==> config.mk <==
export PLATFORM = sky130hd
export DESIGN_NAME = hazard_ctrl_flat
export DESIGN_NICKNAME = d
export VERILOG_FILES = /design/src/rtl/hazard_ctrl_if.sv /design/src/rtl/hazard_ctrl.sv /design/src/flat_wrapper.sv
export SDC_FILE = /design/constraint.sdc
export NUM_CORES = 1
export LEC_CHECK = 0
export BUFFER_PORTS_ARGS = -buffer_cell sky130_fd_sc_hd__buf_2
export CAP_MARGIN = 0
export CORE_AREA = 5 5 42 44
export CTS_CLUSTER_SIZE = 8
export DETAILED_ROUTE_END_ITERATION = 8
export DIE_AREA = 0 0 47 49
export PLACE_DENSITY = 0.68
export SKIP_LAST_GASP = 1
export SLEW_MARGIN = 20
export SYNTH_ARGS = -nofsm -noshare
export SYNTH_HDL_FRONTEND = slang
export SYNTH_SLANG_ARGS = --single-unit
==> constraint.sdc <==
create_clock -name clk -period 2.71 [get_ports clk]
set_input_delay 0 -clock clk [delete_from_list [all_inputs] [get_ports clk]]
set_output_delay 0 -clock clk [all_outputs]
set_load 0.005 [all_outputs]
==> src/rtl/hazard_ctrl_if.sv <==
// Signal bundle between the pipeline datapath and the hazard controller.
// The datapath is the master: it drives the hazard inputs and reads back flush/stall.
interface hazard_ctrl_if #(
    parameter int AW   = 3,
    parameter int NSRC = 2,
    parameter int NSTG = 4
);
    logic                 mem_read;
    logic [AW-1:0]        write_add;
    logic [NSRC*AW-1:0]   src_add;
    logic [NSRC-1:0]      src_valid;
    logic                 int_req;
    logic                 branch_taken;
    logic                 ret;
    logic [NSTG-1:0]      flush;
    logic                 stall;
    logic                 int_ack;
    logic                 busy;

    modport master (
        output mem_read, write_add, src_add, src_valid, int_req, branch_taken, ret,
        input  flush, stall, int_ack, busy
    );

    modport slave (
        input  mem_read, write_add, src_add, src_valid, int_req, branch_taken, ret,
        output flush, stall, int_ack, busy
    );
endinterface

==> src/rtl/hazard_ctrl.sv <==
// Pipeline hazard controller: load-use stalls, interrupt entry, return and branch flushes.
// Every output is registered, so a hazard sampled on one edge takes effect from that same edge.
module hazard_ctrl #(
    parameter int AW      = 3,
    parameter int NSRC    = 2,
    parameter int NSTG    = 4,
    parameter int LU_CYC  = 1,
    parameter int INT_CYC = 2,
    parameter int RET_CYC = 2
) (
    input logic          clk,
    input logic          rst,
    hazard_ctrl_if.slave bus
);
    localparam int MAX_CYC = (LU_CYC > INT_CYC) ?
                             ((LU_CYC > RET_CYC) ? LU_CYC : RET_CYC) :
                             ((INT_CYC > RET_CYC) ? INT_CYC : RET_CYC);
    localparam int CW = $clog2(MAX_CYC + 1);

    localparam logic [CW-1:0]   LU_LOAD   = CW'(LU_CYC - 1);
    localparam logic [CW-1:0]   INT_LOAD  = CW'(INT_CYC - 1);
    localparam logic [CW-1:0]   RET_LOAD  = CW'(RET_CYC - 1);
    localparam logic [NSTG-1:0] FLUSH_FD  = NSTG'(1);
    localparam logic [NSTG-1:0] FLUSH_DE  = NSTG'(2);
    localparam logic [NSTG-1:0] FLUSH_INT = NSTG'(3);
    localparam logic [NSTG-1:0] FLUSH_RET = ~NSTG'(1);

    typedef enum logic [1:0] {IDLE, LU, INT, RET} state_t;

    state_t          state;
    logic [CW-1:0]   cnt;
    logic            int_pend;
    logic [NSTG-1:0] flush_q;
    logic            stall_q;
    logic            int_ack_q;
    logic            src_match;
    logic            lu_hit;

    always_comb begin
        src_match = 1'b0;
        for (int i = 0; i < NSRC; i++) begin
            if (bus.src_valid[i] && (bus.src_add[i*AW +: AW] == bus.write_add)) begin
                src_match = 1'b1;
            end
        end
    end

    assign lu_hit = bus.mem_read & src_match;

    // A running sequence only counts down; its final edge falls through to the
    // idle priority chain so back-to-back sequences need no gap cycle.
    always_ff @(posedge clk or negedge rst) begin
        if (!rst) begin
            state     <= IDLE;
            cnt       <= '0;
            int_pend  <= 1'b0;
            flush_q   <= '0;
            stall_q   <= 1'b0;
            int_ack_q <= 1'b0;
        end else if (state != IDLE && cnt != '0) begin
            cnt       <= cnt - CW'(1);
            int_ack_q <= 1'b0;
            if (bus.int_req) begin
                int_pend <= 1'b1;
            end
        end else if (lu_hit) begin
            state     <= LU;
            cnt       <= LU_LOAD;
            stall_q   <= 1'b1;
            flush_q   <= FLUSH_FD;
            int_ack_q <= 1'b0;
            if (bus.int_req) begin
                int_pend <= 1'b1;
            end
        end else if (int_pend || bus.int_req) begin
            state     <= INT;
            cnt       <= INT_LOAD;
            stall_q   <= 1'b1;
            flush_q   <= FLUSH_INT;
            int_ack_q <= 1'b1;
            int_pend  <= 1'b0;
        end else if (bus.ret) begin
            state     <= RET;
            cnt       <= RET_LOAD;
            stall_q   <= 1'b0;
            flush_q   <= FLUSH_RET;
            int_ack_q <= 1'b0;
        end else if (bus.branch_taken) begin
            state     <= IDLE;
            cnt       <= '0;
            stall_q   <= 1'b0;
            flush_q   <= FLUSH_DE;
            int_ack_q <= 1'b0;
        end else begin
            state     <= IDLE;
            cnt       <= '0;
            stall_q   <= 1'b0;
            flush_q   <= '0;
            int_ack_q <= 1'b0;
        end
    end

    assign bus.flush   = flush_q;
    assign bus.stall   = stall_q;
    assign bus.int_ack = int_ack_q;
    assign bus.busy    = (state != IDLE);

endmodule

==> src/flat_wrapper.sv <==
// flat-port wrapper written by rule: the top's interface ports become plain ports
module hazard_ctrl_flat 
#(
    parameter int AW      = 3,
    parameter int NSRC    = 2,
    parameter int NSTG    = 4,
    parameter int LU_CYC  = 1,
    parameter int INT_CYC = 2,
    parameter int RET_CYC = 2
)
  (clk, rst, bus_mem_read, bus_write_add, bus_src_add, bus_src_valid, bus_int_req, bus_branch_taken, bus_ret, bus_flush, bus_stall, bus_int_ack, bus_busy);
  hazard_ctrl_if #(.AW(AW), .NSRC(NSRC), .NSTG(NSTG)) bus_i ();
  input logic clk;
  input logic rst;
  input wire logic [$bits(bus_i.mem_read)-1:0] bus_mem_read;
  input wire logic [$bits(bus_i.write_add)-1:0] bus_write_add;
  input wire logic [$bits(bus_i.src_add)-1:0] bus_src_add;
  input wire logic [$bits(bus_i.src_valid)-1:0] bus_src_valid;
  input wire logic [$bits(bus_i.int_req)-1:0] bus_int_req;
  input wire logic [$bits(bus_i.branch_taken)-1:0] bus_branch_taken;
  input wire logic [$bits(bus_i.ret)-1:0] bus_ret;
  output wire logic [$bits(bus_i.flush)-1:0] bus_flush;
  output wire logic [$bits(bus_i.stall)-1:0] bus_stall;
  output wire logic [$bits(bus_i.int_ack)-1:0] bus_int_ack;
  output wire logic [$bits(bus_i.busy)-1:0] bus_busy;
  assign bus_i.mem_read = bus_mem_read;
  assign bus_i.write_add = bus_write_add;
  assign bus_i.src_add = bus_src_add;
  assign bus_i.src_valid = bus_src_valid;
  assign bus_i.int_req = bus_int_req;
  assign bus_i.branch_taken = bus_branch_taken;
  assign bus_i.ret = bus_ret;
  assign bus_flush = bus_i.flush;
  assign bus_stall = bus_i.stall;
  assign bus_int_ack = bus_i.int_ack;
  assign bus_busy = bus_i.busy;
  hazard_ctrl #(.AW(AW), .NSRC(NSRC), .NSTG(NSTG), .LU_CYC(LU_CYC), .INT_CYC(INT_CYC), .RET_CYC(RET_CYC)) u_core (.clk(clk), .rst(rst), .bus(bus_i));
endmodule
Word-level counts from Yosys, hierarchy flattened

Cells that the tools add are included.

Register bits: 11
Input bits: 17
Output and inout bits: 7
Logic and storage cells: 38

Add/sub/neg operators: 1
Equal/unequal tests: 2
Multiplexer cells: 21
Bitwise operators: 1
Reductions and logical operators: 7

Operator list:

| operator                                                           | count |
|---|---|
| 2-bit two-way mux                                                  | 7 |
| 4-bit two-way mux                                                  | 3 |
| 1-bit two-way mux                                                  | 11 |
| 3-bit equality test                                                | 2 |
| 2-bit nonzero test                                                 | 2 |
| 1-bit logical AND                                                  | 3 |
| 3-bit nonzero test                                                 | 1 |
| 2-bit by 1-bit subtractor with 2-bit output, second input constant | 1 |
| 1-bit AND                                                          | 1 |
| 1-bit logical OR                                                   | 1 |

Longest topological paths before layout

Depth after elaboration: 7
Gate-level depth with buffers: 6
Gate-level depth less buffers: 6

Least setup slack after synthesis

OpenSTA, ideal clock, no wires.

Kind: register to register
Start point: register u_core.cnt[0]
End point: register u_core.stall_q, in the netlist u_core.bus.stall
Setup time: 0.124 ns
Arrival time: 1.203 ns
Required time: 2.586 ns
Setup slack: 1.383 ns
Stages on the path, launching flop included: 7
Buffers on the path: 0
Clock period less this slack: 1.327 ns
Cell sequence: dfrtp_1 > inv_1 > ha_1 > o21bai_2 > nand2_1 > a21oi_2 > a211o_1

Cells in the longest elaborated chain, start to end: 2

Ends and longest elaborated chain:

| element                  | RTL line          | source |
|---|---|---|
| start: declaration       | hazard_ctrl.sv:31 | `logic [CW-1:0] cnt;` |
| start signal: assignment | hazard_ctrl.sv:61 | `cnt <= cnt - CW'(1);` |
| 2-bit nonzero test       | hazard_ctrl.sv:60 | `end else if (state != IDLE && cnt != '0) begin` |
| 1-bit logical AND        | hazard_ctrl.sv:60 |  |
| end signal: assignment   | hazard_ctrl.sv:58 | `stall_q <= 1'b0;` |
| end signal: assignment   | hazard_ctrl.sv:69 | `stall_q <= 1'b1;` |
| end signal: assignment   | hazard_ctrl.sv:78 | `stall_q <= 1'b1;` |
| end: declaration         | hazard_ctrl.sv:34 | `logic stall_q;` |

No other way between the ends.
A chain may end at the register's enable or synchronous reset.

Final worst setup path

Ends and elaborated chain as after synthesis.

==> qor.csv <==
stage;metric;value;unit
min_path;Tightest Hold Check Type;in2reg;
critical_path;crit path DAT;1.55;ns
clock_network;clk root buf;clkbuf_4;
pwr;pwr dens;950;nW/um^2
clock_network;hold_buf cts;3;
logic_synthesis;Syn. warnings;0;
floorplan;Initial Utilization;0.363;
placement;GP Congestion;0.783;
clock_network;CTS tree;done;
detailed_routing;Remaining DRCs;0;
global_routing;largest net degree at the start of global routing;10;
pwr;Lkg Pwr;0.330;nW
clock_network;# clock sinks;9;
pwr;Design Power;0.652;mW
timing;Final Max Slew Viols;0;
floorplan;Die Width;47;um
placement;PortBufs;23;
logic_synthesis;Synth cell types;23;
detailed_routing;ANT nets after route;0;
timing;Final Skew;0.00165;ns
placement;DP Cell Count;86;
placement;detailed placement HPWL;918;um
clock_network;CTS Buffer Depth;2;
critical_path;CP required;2.86;ns
timing;minimum clock period;1.40;ns
pwr;Worst VDD drop;394;uV
clock_network;worst skew pair latency;0.26;ns
final_layout;Multi-input gate area;262;um^2
logic_synthesis;register bit count reported by yosys;9;
status;status;finished, final reports clean;
timing;setup TNS;0;ns
detailed_routing;DR vias/cell;4.84;
clock_network;total CTS buffers;3;
final_layout;fillers;138;
clock_network;post-CTS sizing;0;
run;MaxCap Viol Count;0;
critical_path;class of the most critical setup path;reg2reg;
floorplan;Die H;49;um
clock_network;Clock transition at path regs;0.06;ns
logic_synthesis;Syn Area/Cell;10.4;um^2
global_routing;first-pass GRT wire length;1950;um
logic_synthesis;sequential share of the synthesized area;0.442;
critical_path;critical path peak fanout;6;
clock_network;# H-tree levels;1;
detailed_routing;routed wire length;1100;um
critical_path;Worst Setup End Kind;register;
final_layout;Sequential Area;225;um^2
detailed_routing;DRC violation total after the first TritonRoute iteration;5;
timing;Max Fclk;713;MHz
timing;# setup viols final;0;
final_layout;nets;96;
global_routing;GRT Util Overall;0.120;
logic_synthesis;area of the mapped netlist;509;um^2
critical_path;Critical Path Start Type;register;
timing;Slew @ Worst Pin;0.296;ns
final_layout;proportion of layout cells with a drive suffix above 1;0.416;
logic_synthesis;Syn Nets;67;
global_routing;grt total ovfl;0;
detailed_routing;DR WL/cell;11.8;um
detailed_routing;first-pass iteration count of the detailed router;4;
logic_synthesis;cell count after synthesis;49;
detailed_routing;via count;450;
timing;RSZ-0062 raised after global routing;no;
global_routing;number of global-route vias before repair;470;
final_layout;Area growth syn-to-layout;34.6;%
global_routing;initial antenna violation count;0;
floorplan;Core Region;1400;um^2
timing;Slew headroom;0.801;
floorplan;top-level port count;24;
clock_network;Post-CTS Setup Inserts;0;
timing;Final Cycle Share;0.518;
floorplan;die area;2300;um^2
final_layout;Layout Cells excl Fill;93;
timing;final hold violation count;0;
final_layout;Ant. Diodes;0;
floorplan;row cnt;14;
## sequential cells by signal (all words and copies together) (netlist names)
| signal | count |
|---|---|
| u_core.bus.flush | 2 |
| u_core.bus.int_ack | 1 |
| u_core.bus.stall | 1 |
| u_core.cnt | 2 |
| u_core.int_pend | 1 |
| u_core.state | 2 |
## final timing paths
check / startpoint / end / slack, ns / depth (start not counted)
worst max-delay path: u_core.cnt[0] / u_core.bus.stall / 1.31 / 6
min in group asynchronous: rst / u_core.cnt[1] / 0.11 / 2
worst max register to register: u_core.cnt[0] / u_core.bus.stall / 1.31 / 6
max in group asynchronous: rst / u_core.state[0] / 2.42 / 2
worst min register to register: u_core.bus.stall / u_core.bus.stall / 0.51 / 1
worst min-delay path: bus_ret / u_core.state[0] / 0.03 / 2
## routing by layer
layer,vias up,track usage,part of all wire
li1,226,-,-
met1,207,0.139,0.43
met2,12,0.181,0.50
met3,5,0.0443,0.051
met4,0,0.0691,0.025
met5,-,0,0
## placed cells by master (no fill, tap or decap), drive strengths merged, types with 2 or more instances in the layout
master	synthesis	final
buf	2	23
dfrtp	9	9
xnor2	6	6
nor2	6	6
clkbuf	0	4
nand2	3	3
nor3	3	3
dlygate4sd3	0	3
a21oi	3	3
inv	2	2
nand4	2	2
nor2b	2	2
## stage by stage
| step | instance area (um^2) | utilization | worst slack, ns | hold slack (ns) |
|---|---|---|---|---|
| global placement | 629 | 0.449 | 1.34 | -0.142 |
| global route | 686 | 0.489 | 1.21 | 0.0418 |
| detailed placement | 629 | 0.449 | 1.30 | -0.137 |
| finish | 686 | 0.489 | 1.31 | 0.0321 |
| floorplan | 509 | - | 1.38 | -0.296 |
| CTS | 686 | 0.489 | 1.30 | 0.0183 |
## power by group
part | internal [mW] | total, mW | switching [mW]
sequential | 0.201 | 0.236 | 0.0346
combinational | 0.156 | 0.312 | 0.156
clock | 0.0567 | 0.104 | 0.0469
## kinds of logic (layout without fill, tap and decap cells)
logic type / count (synthesis) / in the layout / synth area share
simple gates: 19 / 19 / 0.224
compound gates: 10 / 10 / 0.162
flops: 9 / 9 / 0.442
xor+xnor: 6 / 6 / 0.103
buf+inv: 4 / 32 / 0.0442
fa+ha+maj: 1 / 1 / 0.0246
## worst max-delay path, stage by stage (launching register included)
cell	delay, ns
dfrtp_1	0.32
inv_1	0.05
ha_1	0.25
o21bai_2	0.25
nand2_1	0.10
a21oi_2	0.05
a211o_1	0.26
## cells in the mapped netlist
cell	number	share of area
nand2b_1	1	0.012
nor3_1	3	0.029
o22a_1	1	0.017
inv_1	2	0.015
a21boi_2	1	0.022
nor3b_1	1	0.015
nor2b_4	1	0.027
nand4_2	2	0.049
xnor2_1	6	0.10
or2_1	1	0.012
ha_1	1	0.025
o31ai_1	1	0.015
nor2b_1	1	0.012
nor2_1	6	0.044
o22ai_1	1	0.012
dfrtp_1	9	0.44
a311o_1	1	0.020
a211o_1	1	0.017
o21bai_2	1	0.022
buf_4	2	0.029
a21oi_2	1	0.017
a21oi_1	2	0.020
nand2_1	3	0.022
## cell type report
class | count | share of cell area
well taps | 16 | 0.0292
inverters | 2 | 0.0109
clock buffers | 4 | 0.0383
multi-input cells | 36 | 0.381
flip-flops and latches | 9 | 0.328
repair buffers | 26 | 0.212
No activity file was read; power rests on OpenSTA's default activity.
